===== config.mk =====
export PLATFORM = sky130hd
export DESIGN_NAME = stack_ctrl
export DESIGN_NICKNAME = d
export VERILOG_FILES = /design/src/rtl/stack_pkg.sv /design/src/rtl/stack_depth_cnt.sv /design/src/rtl/stack_ctrl.sv
export SDC_FILE = /design/constraint.sdc
export NUM_CORES = 1
export LEC_CHECK = 0
export CAP_MARGIN = 10
export CORE_UTILIZATION = 42
export CTS_CLUSTER_DIAMETER = 60
export DETAILED_ROUTE_END_ITERATION = 8
export PLACE_DENSITY_LB_ADDON = 0.05
export SKIP_CTS_REPAIR_TIMING = 1
export SLEW_MARGIN = 5
export SYNTH_ARGS = -nofsm -noshare
export SYNTH_HDL_FRONTEND = slang
export SYNTH_HIERARCHICAL = 1
export SYNTH_SLANG_ARGS = --single-unit
export TNS_END_PERCENT = 100

===== constraint.sdc =====
create_clock -name clk -period 3.9 [get_ports clk]
set_input_delay 0.585 -clock clk [delete_from_list [all_inputs] [get_ports clk]]
set_output_delay 0.585 -clock clk [all_outputs]
set_load 0.01 [all_outputs]

===== src/rtl/stack_pkg.sv =====
// Shared encodings for the stack controller: request opcodes, RAM delta codes
// and controller states.
package stack_pkg;

    typedef enum logic [1:0] {
        OP_NOP  = 2'b00,
        OP_PUSH = 2'b01,
        OP_POP  = 2'b10,
        OP_REPL = 2'b11
    } op_e;

    localparam logic [1:0] DELTA_HOLD = 2'b00;
    localparam logic [1:0] DELTA_INC  = 2'b01;
    localparam logic [1:0] DELTA_DEC  = 2'b11;

    typedef enum logic {
        IDLE = 1'b0,
        FILL = 1'b1
    } state_e;

endpackage


===== src/rtl/stack_depth_cnt.sv =====
// Saturating stack depth counter with full/empty decode.
// Optional high-water mark output when STACK_CTRL_HWM_EN is defined.
module stack_depth_cnt #(
    parameter int DEPTH   = 512,
    parameter int DEPTH_W = $clog2(DEPTH + 1)
) (
    input  logic               clk,
    input  logic               rst,
    input  logic               inc,
    input  logic               dec,
    input  logic               clr_hwm,
    output logic [DEPTH_W-1:0] depth,
    output logic               full,
    output logic               empty
`ifdef STACK_CTRL_HWM_EN
    ,
    output logic [DEPTH_W-1:0] hwm
`endif
);

    localparam logic [DEPTH_W-1:0] MAX = DEPTH_W'(DEPTH);
    localparam logic [DEPTH_W-1:0] ONE = DEPTH_W'(1);

    logic [DEPTH_W-1:0] count;
    logic               grow;

    assign grow  = inc && (count != MAX);
    assign depth = count;
    assign full  = (count == MAX);
    assign empty = (count == '0);

    always_ff @(posedge clk or posedge rst) begin
        if (rst) begin
            count <= '0;
        end else if (grow) begin
            count <= count + ONE;
        end else if (dec && (count != '0)) begin
            count <= count - ONE;
        end
    end

`ifdef STACK_CTRL_HWM_EN
    // The mark only moves on an actual increase, so a clear sticks until the next push.
    always_ff @(posedge clk or posedge rst) begin
        if (rst) begin
            hwm <= '0;
        end else if (clr_hwm) begin
            hwm <= '0;
        end else if (grow && ((count + ONE) > hwm)) begin
            hwm <= count + ONE;
        end
    end
`else
    logic unused_clr;
    assign unused_clr = clr_hwm;
`endif

endmodule


===== src/rtl/stack_ctrl.sv =====
// Stack RAM initiator: TOS held in a register, lower cells in an external RAM.
// Define STACK_CTRL_HWM_EN to add the depth high-water-mark output hwm.
module stack_ctrl
    import stack_pkg::*;
#(
    parameter int WIDTH   = 16,
    parameter int DEPTH   = 512,
    parameter int DEPTH_W = $clog2(DEPTH + 1)
) (
    input  logic               clk,
    input  logic               rst,
    input  logic               req_valid,
    output logic               req_ready,
    input  logic [1:0]         req_op,
    input  logic [WIDTH-1:0]   req_data,
    output logic [WIDTH-1:0]   tos,
    output logic [DEPTH_W-1:0] depth,
    output logic               empty,
    output logic               full,
    output logic               err_ovf,
    output logic               err_unf,
    input  logic               err_clr,
    output logic               ram_we,
    output logic [1:0]         ram_delta,
    output logic [WIDTH-1:0]   ram_wd,
    input  logic [WIDTH-1:0]   ram_rd
`ifdef STACK_CTRL_HWM_EN
    ,
    output logic [DEPTH_W-1:0] hwm
`endif
);

    localparam logic [DEPTH_W-1:0] ONE = DEPTH_W'(1);

    state_e           state;
    state_e           next_state;
    logic [WIDTH-1:0] tos_next;
    logic             accept;
    logic             inc;
    logic             dec;
    logic             set_ovf;
    logic             set_unf;

    assign req_ready = (state == IDLE) && !rst;
    assign accept    = req_valid && req_ready;

    stack_depth_cnt #(
        .DEPTH   (DEPTH),
        .DEPTH_W (DEPTH_W)
    ) u_depth (
        .clk     (clk),
        .rst     (rst),
        .inc     (inc),
        .dec     (dec),
        .clr_hwm (err_clr),
        .depth   (depth),
        .full    (full),
        .empty   (empty)
`ifdef STACK_CTRL_HWM_EN
        ,
        .hwm     (hwm)
`endif
    );

    always_ff @(posedge clk or posedge rst) begin
        if (rst) begin
            state   <= IDLE;
            tos     <= '0;
            err_ovf <= 1'b0;
            err_unf <= 1'b0;
        end else begin
            state   <= next_state;
            tos     <= tos_next;
            err_ovf <= !err_clr && (err_ovf || set_ovf);
            err_unf <= !err_clr && (err_unf || set_unf);
        end
    end

    always_comb begin
        next_state = state;
        tos_next   = tos;
        inc        = 1'b0;
        dec        = 1'b0;
        set_ovf    = 1'b0;
        set_unf    = 1'b0;
        ram_we     = 1'b0;
        ram_delta  = DELTA_HOLD;
        ram_wd     = '0;
        case (state)
            IDLE: begin
                if (accept) begin
                    case (op_e'(req_op))
                        OP_PUSH: begin
                            if (full) begin
                                set_ovf = 1'b1;
                            end else begin
                                inc      = 1'b1;
                                tos_next = req_data;
                                // An empty stack has no old TOS worth spilling.
                                if (!empty) begin
                                    ram_we    = 1'b1;
                                    ram_delta = DELTA_INC;
                                    ram_wd    = tos;
                                end
                            end
                        end
                        OP_POP: begin
                            if (empty) begin
                                set_unf = 1'b1;
                            end else if (depth == ONE) begin
                                dec      = 1'b1;
                                tos_next = '0;
                            end else begin
                                dec        = 1'b1;
                                ram_delta  = DELTA_DEC;
                                next_state = FILL;
                            end
                        end
                        OP_REPL: begin
                            tos_next = req_data;
                            inc      = empty;
                        end
                        default: ;
                    endcase
                end
            end
            FILL: begin
                // RAM read data for the popped cell arrives one cycle after the delta.
                tos_next   = ram_rd;
                next_state = IDLE;
            end
            default: next_state = IDLE;
        endcase
    end

endmodule


==> out/qor.txt, run 1 <==
cell area after synthesis -> 1990 sq um
largest net degree at the start of global routing -> 23
path depth of the worst reg2reg path -> 14
max_cap viols -> 0
Vert. Die Dim -> 70.8 um
VDD IR max -> 0.379 mV
ys flop type -> dfrtp_1
Root Driver -> clkbuf_8
Fin. Hold Viols -> 0
Final GP Congestion -> 0.780
Yosys Warn Count -> 6
Core ar. -> 4440 sq um
grt total ovfl -> 0
vias in the first global route -> 1731
Final setup viols -> 0
Crit path largest cell delay -> 460 ps
Syn Inst Count -> 203
H-tree levels -> 2
Final TNS setup -> 0 ps
Synth-to-Final Area Change -> 51.5%
dpl hpwl -> 3960 um
post-synthesis cell type count -> 48
global-route wire length before repair -> 8600 um
hold slack -> 495 ps
Starting Density -> 44.8%
CP Launch Type -> register
Vias -> 1881
leading area contributor after synthesis -> dfrtp_1
R2R Path Start -> u_depth/depth[0]$_DFFE_PP0P_
RSZ-0062 raised after global routing -> false
hold endpoint -> err_unf$_DFF_PP0_
HP Start -> err_unf$_DFF_PP0_
Area contributors post-synth -> dfrtp_1 (36%), a22o_1 (7.0%), ha_1 (6.9%)
syn avg cell area -> 9.80 sq um
crit path cell chain -> nor4_1, and3_1, nand2_1, inv_1, nand2b_1, a21oi_1, nand2_1, ha_1, a211oi_2, o21bai_2, o2111a_1, nand2b_1, a31o_1, a211oi_2
drt via density -> 5.41
number of synthesized flops with an enable pin -> 0
share of the synthesized area in the top cell type -> 36.5%
syn_nets -> 253
Worst Tran Pin Value -> 1140 ps
P_leak -> 1.31 nW
reg2reg setup slack -> 410 ps
Ports -> 88
initial antenna violation count -> 0
Final Cell Area -> 3010 sq um
total CTS buffers -> 5
fraction of layout cells with a size suffix above 1 -> 9.12%
fin crit period -> 3490 ps
Remaining DRCs -> 18
outcome -> finished, violations left
CTS clk-pin slew, worst paths -> 60 ps
antenna cells -> 0
most frequent cells in the layout -> clkdlybuf4s50_1 (87), dfrtp_1 (29), a22o_1 (16), and2_1 (16), nand2_1 (15)
failing checks -> design-rule violations
crit end category -> register
slowest stage cell, crit path -> dfrtp_1
Final Skew -> 3.54 ps
wire length per cell -> 15.0 um
num rows -> 24
Async S/R FF share, synth -> 100%
First DRT Iteration DRCs -> 89
PwrDens -> 578 nW/um^2
placed inst area -> 2910 sq um
worst-path maximum fanout -> 9
Post-DRT Antenna Nets -> 0
CTS tree -> built
sequential fraction of the synthesis area -> 36.5%
First-pass DRT Iterations -> 9
nets -> 345
Worst Hold Depth -> 2
max-slew violations -> 0
CTS sink cnt -> 29
Max-slew headroom -> 23.4%
WP data required -> 4100 ps
die area -> 5020 sq um
# fillers -> 382
commonest non-fill, non-tap cell in the layout -> clkdlybuf4s50_1
arrival time at the worst endpoint -> 3690 ps
clock buffer depth -> 2
number of synthesized register bits -> 29
IO Port Bufs -> 87
Die X -> 70.8 um
Hold/Removal Path Class -> reg -> reg
Final Cycle Share -> 89.4%
Setup Crit Path Kind -> reg -> reg
Total Routing Usage GR -> 21.7%
reg2reg end -> u_depth/depth[9]$_DFFE_PP0P_
Worst-Skew Late Latency -> 280 ps
Highest Clock Rate -> 287 MHz
Post-Route WL -> 5240 um
## cells by family after synthesis
logic type	synth area share, %
simple gates	17.5
compound gates	22.0
buf+inv	4.46
xor+xnor	2.64
mux	9.06
flops	36.5
fa+ha+maj	7.92
## flip-flops by register name (all words and copies together) (netlist names)
name / cells
u_depth/depth: 10
tos: 16
err_unf: 1
err_ovf: 1
state: 1
## how the worst max path moves through the flow
stage | startpoint | end | slack [ps] | cells past startpoint
after floorplan | u_depth/depth[0]$_DFFE_PP0P_ | u_depth/depth[9]$_DFFE_PP0P_ | 420 | 13
after global placement | rst | u_depth/depth[9]$_DFFE_PP0P_ | 340 | 11
after detailed placement | rst | u_depth/depth[9]$_DFFE_PP0P_ | 290 | 11
after CTS | u_depth/depth[0]$_DFFE_PP0P_ | u_depth/depth[9]$_DFFE_PP0P_ | 420 | 14
after global routing | u_depth/depth[0]$_DFFE_PP0P_ | u_depth/depth[9]$_DFFE_PP0P_ | 210 | 14
final | u_depth/depth[0]$_DFFE_PP0P_ | u_depth/depth[9]$_DFFE_PP0P_ | 410 | 14
## synthesized netlist by cell type (3+ instances only)
library cell  instances
dfrtp_1              29
a22o_1               16
and2_1               16
nand2_1              15
ha_1                 11
inv_1                11
nor2_1               11
mux2_1               10
a21oi_1               9
o21ai_0               8
o21ai_1               8
mux2_2                6
xor2_1                5
nor3_1                4
a31oi_1               3
nand2b_1              3
## routing by layer
metal	wire [um]	up-vias	GRT usage (%)	share of wire, %
met1	2310	890	28.8	44
met2	2500	63	35.0	48
met4	70	0	7.78	1.3
met5	0	-	0	0
li1	-	921	-	-
met3	356	7	4.99	6.8
## cell type report
cell class | count | area (sq um) | share of cell area [%]
tap | 52 | 65.1 | 2.16
clock buffer | 7 | 96.3 | 3.20
multi-input combinational | 156 | 1170 | 39.0
inverter | 12 | 46.3 | 1.54
clock inverter | 1 | 5.00 | 0.166
timing repair buffer | 91 | 901 | 29.9
sequential | 29 | 726 | 24.1
## stage by stage
stage | cells | power, W | util [%] | setup slack, ps
after global routing | 348 | 0.00187 | 67.8 | 208
after CTS | 348 | 0.00175 | 67.8 | 420
after floorplan | 203 | 0.00107 | - | 416
after detailed placement | 340 | 0.00147 | 65.5 | 290
after global placement | 340 | 0.00145 | 65.5 | 342
final | 348 | 0.00174 | 67.8 | 414
## critical path: cells and delay by family (launching register included)
family | cells | cell delay [ps]
buf+inv | 1 | 130
flops | 1 | 460
fa+ha+maj | 1 | 320
compound gates | 6 | 1140
simple gates | 6 | 1360
## power breakdown
part	switching, W	internal [W]
clock network	0.000113	0.000159
registers	0.000125	0.000410
logic	0.000430	0.000506
Power figures use the tool's default switching activity.
==> run 2: changes to the inputs <==
- SETUP_SLACK_MARGIN: default -> 0.3
==> out/qor.txt, run 2 (synthesis results as in run 1) <==
outcome -> finished, violations left
failing checks -> design-rule violations
global-route wire length before repair -> 8600 um
IO Port Bufs -> 87
CTS tree -> built
max FFs per register -> 16
antenna cells -> 0
Final GP Congestion -> 0.780
Reg area -> 726 sq um
initial antenna violation count -> 0
commonest non-fill, non-tap cell in the layout -> clkdlybuf4s50_1
Root Driver -> clkbuf_8
Worst Tran Pin Value -> 1150 ps
wire length per cell -> 15.0 um
crit end category -> output port
hold slack -> 495 ps
Final setup viols -> 0
Hold/Removal Path Class -> reg -> reg
H-tree levels -> 2
vias in the first global route -> 1731
nets -> 345
Max-slew headroom -> 23.3%
clock buffer depth -> 2
First-pass DRT Iterations -> 8
RSZ-0062 raised after global routing -> false
worst-path maximum fanout -> 17
dpl hpwl -> 3960 um
max_cap viols -> 0
max-slew violations -> 0
Remaining DRCs -> 18
Core ar. -> 4440 sq um
Final Skew -> 3.54 ps
arrival time at the worst endpoint -> 2830 ps
fin crit period -> 3410 ps
Synth-to-Final Area Change -> 51.6%
area occupied by multi-input gates -> 1180 sq um
Most flops, register -> tos
Die X -> 70.8 um
WP data required -> 3310 ps
PwrDens -> 577 nW/um^2
Setup Crit Path Kind -> reg -> out
drt via density -> 5.39
num rows -> 24
# fillers -> 382
P_leak -> 1.31 nW
fraction of layout cells with a size suffix above 1 -> 9.46%
Fin. Hold Viols -> 0
Post-DRT Antenna Nets -> 0
Vert. Die Dim -> 70.8 um
most frequent cells in the layout -> clkdlybuf4s50_1 (87), dfrtp_1 (29), a22o_1 (16), and2_1 (16), nand2_1 (14)
Highest Clock Rate -> 293 MHz
Post-Route WL -> 5210 um
Starting Density -> 44.8%
Final Cycle Share -> 87.6%
grt total ovfl -> 0
CTS clk-pin slew, worst paths -> 60 ps
CP Launch Type -> register
largest net degree at the start of global routing -> 23
Ports -> 88
die area -> 5020 sq um
Total Routing Usage GR -> 21.7%
Worst-Skew Late Latency -> 280 ps
Power Total -> 0.00174 W
First DRT Iteration DRCs -> 88
Final TNS setup -> 0 ps
total CTS buffers -> 5
CTS sink cnt -> 29
VDD IR max -> 0.379 mV
Vias -> 1876
final core occ -> 67.9%
-- run 2: critical path, cell delays in order (launching register included) --
cell and delay [ps]:
dfrtp_1 460, nor4_1 420, and3_1 290, nand2_1 100
inv_1 130, nand2b_1 140, or3_4 130, clkinv_2 170
and2_1 220, clkdlybuf4s50_1 480
-- run 2: final cells by class --
class	count	share of cell area (%)
clock buffers	7	3.19
clock inverters	1	0.166
repair buffers	91	29.9
flip-flops and latches	29	24.1
well taps	52	2.16
multi-input cells	156	39.0
inverters	12	1.53
-- run 2: path summary, 6_finish.rpt --
| kind | start | end | slack [ps] | cells past startpoint |
|---|---|---|---|---|
| worst max-delay path | u_depth/depth[0]$_DFFE_PP0P_ | ram_wd[12] | 490 | 9 |
| worst min-delay path | err_unf$_DFF_PP0_ | err_unf$_DFF_PP0_ | 490 | 2 |
| worst max register to register | u_depth/depth[0]$_DFFE_PP0P_ | u_depth/depth[9]$_DFFE_PP0P_ | 510 | 14 |
| worst min register to register | err_unf$_DFF_PP0_ | err_unf$_DFF_PP0_ | 490 | 2 |
| max in group asynchronous | rst | tos[9]$_DFFE_PP0P_ | 2590 | 2 |
| min in group asynchronous | rst | u_depth/depth[9]$_DFFE_PP0P_ | 730 | 2 |
-- run 2: per-stage QoR --
stage / cells / instance area, sq um / setup slack, ps
finish: 348 / 3020 / 485
global route: 348 / 3020 / 322
CTS: 348 / 3010 / 420
detailed placement: 340 / 2910 / 290
global placement: 340 / 2910 / 342
floorplan: 203 / 1990 / 416
-- run 2: layer usage --
| layer | GRT usage, % | share of wire (%) | up-vias |
|---|---|---|---|
| li1 | - | - | 920 |
| met1 | 28.8 | 44 | 889 |
| met2 | 35.0 | 48 | 60 |
| met3 | 4.99 | 6.8 | 7 |
| met4 | 7.78 | 1.3 | 0 |
| met5 | 0 | 0 | - |
-- run 2: power breakdown --
part | switching (W) | leakage [nW] | internal, W
logic | 0.000429 | 0.895 | 0.000506
registers | 0.000124 | 0.364 | 0.000410
clock network | 0.000114 | 0.0542 | 0.000159
==> run 3: changes to the inputs <==
- SETUP_SLACK_MARGIN: 0.3 -> default
==> results of run 3 <==
Final layout, timing and power as in run 1 (identical DEF).
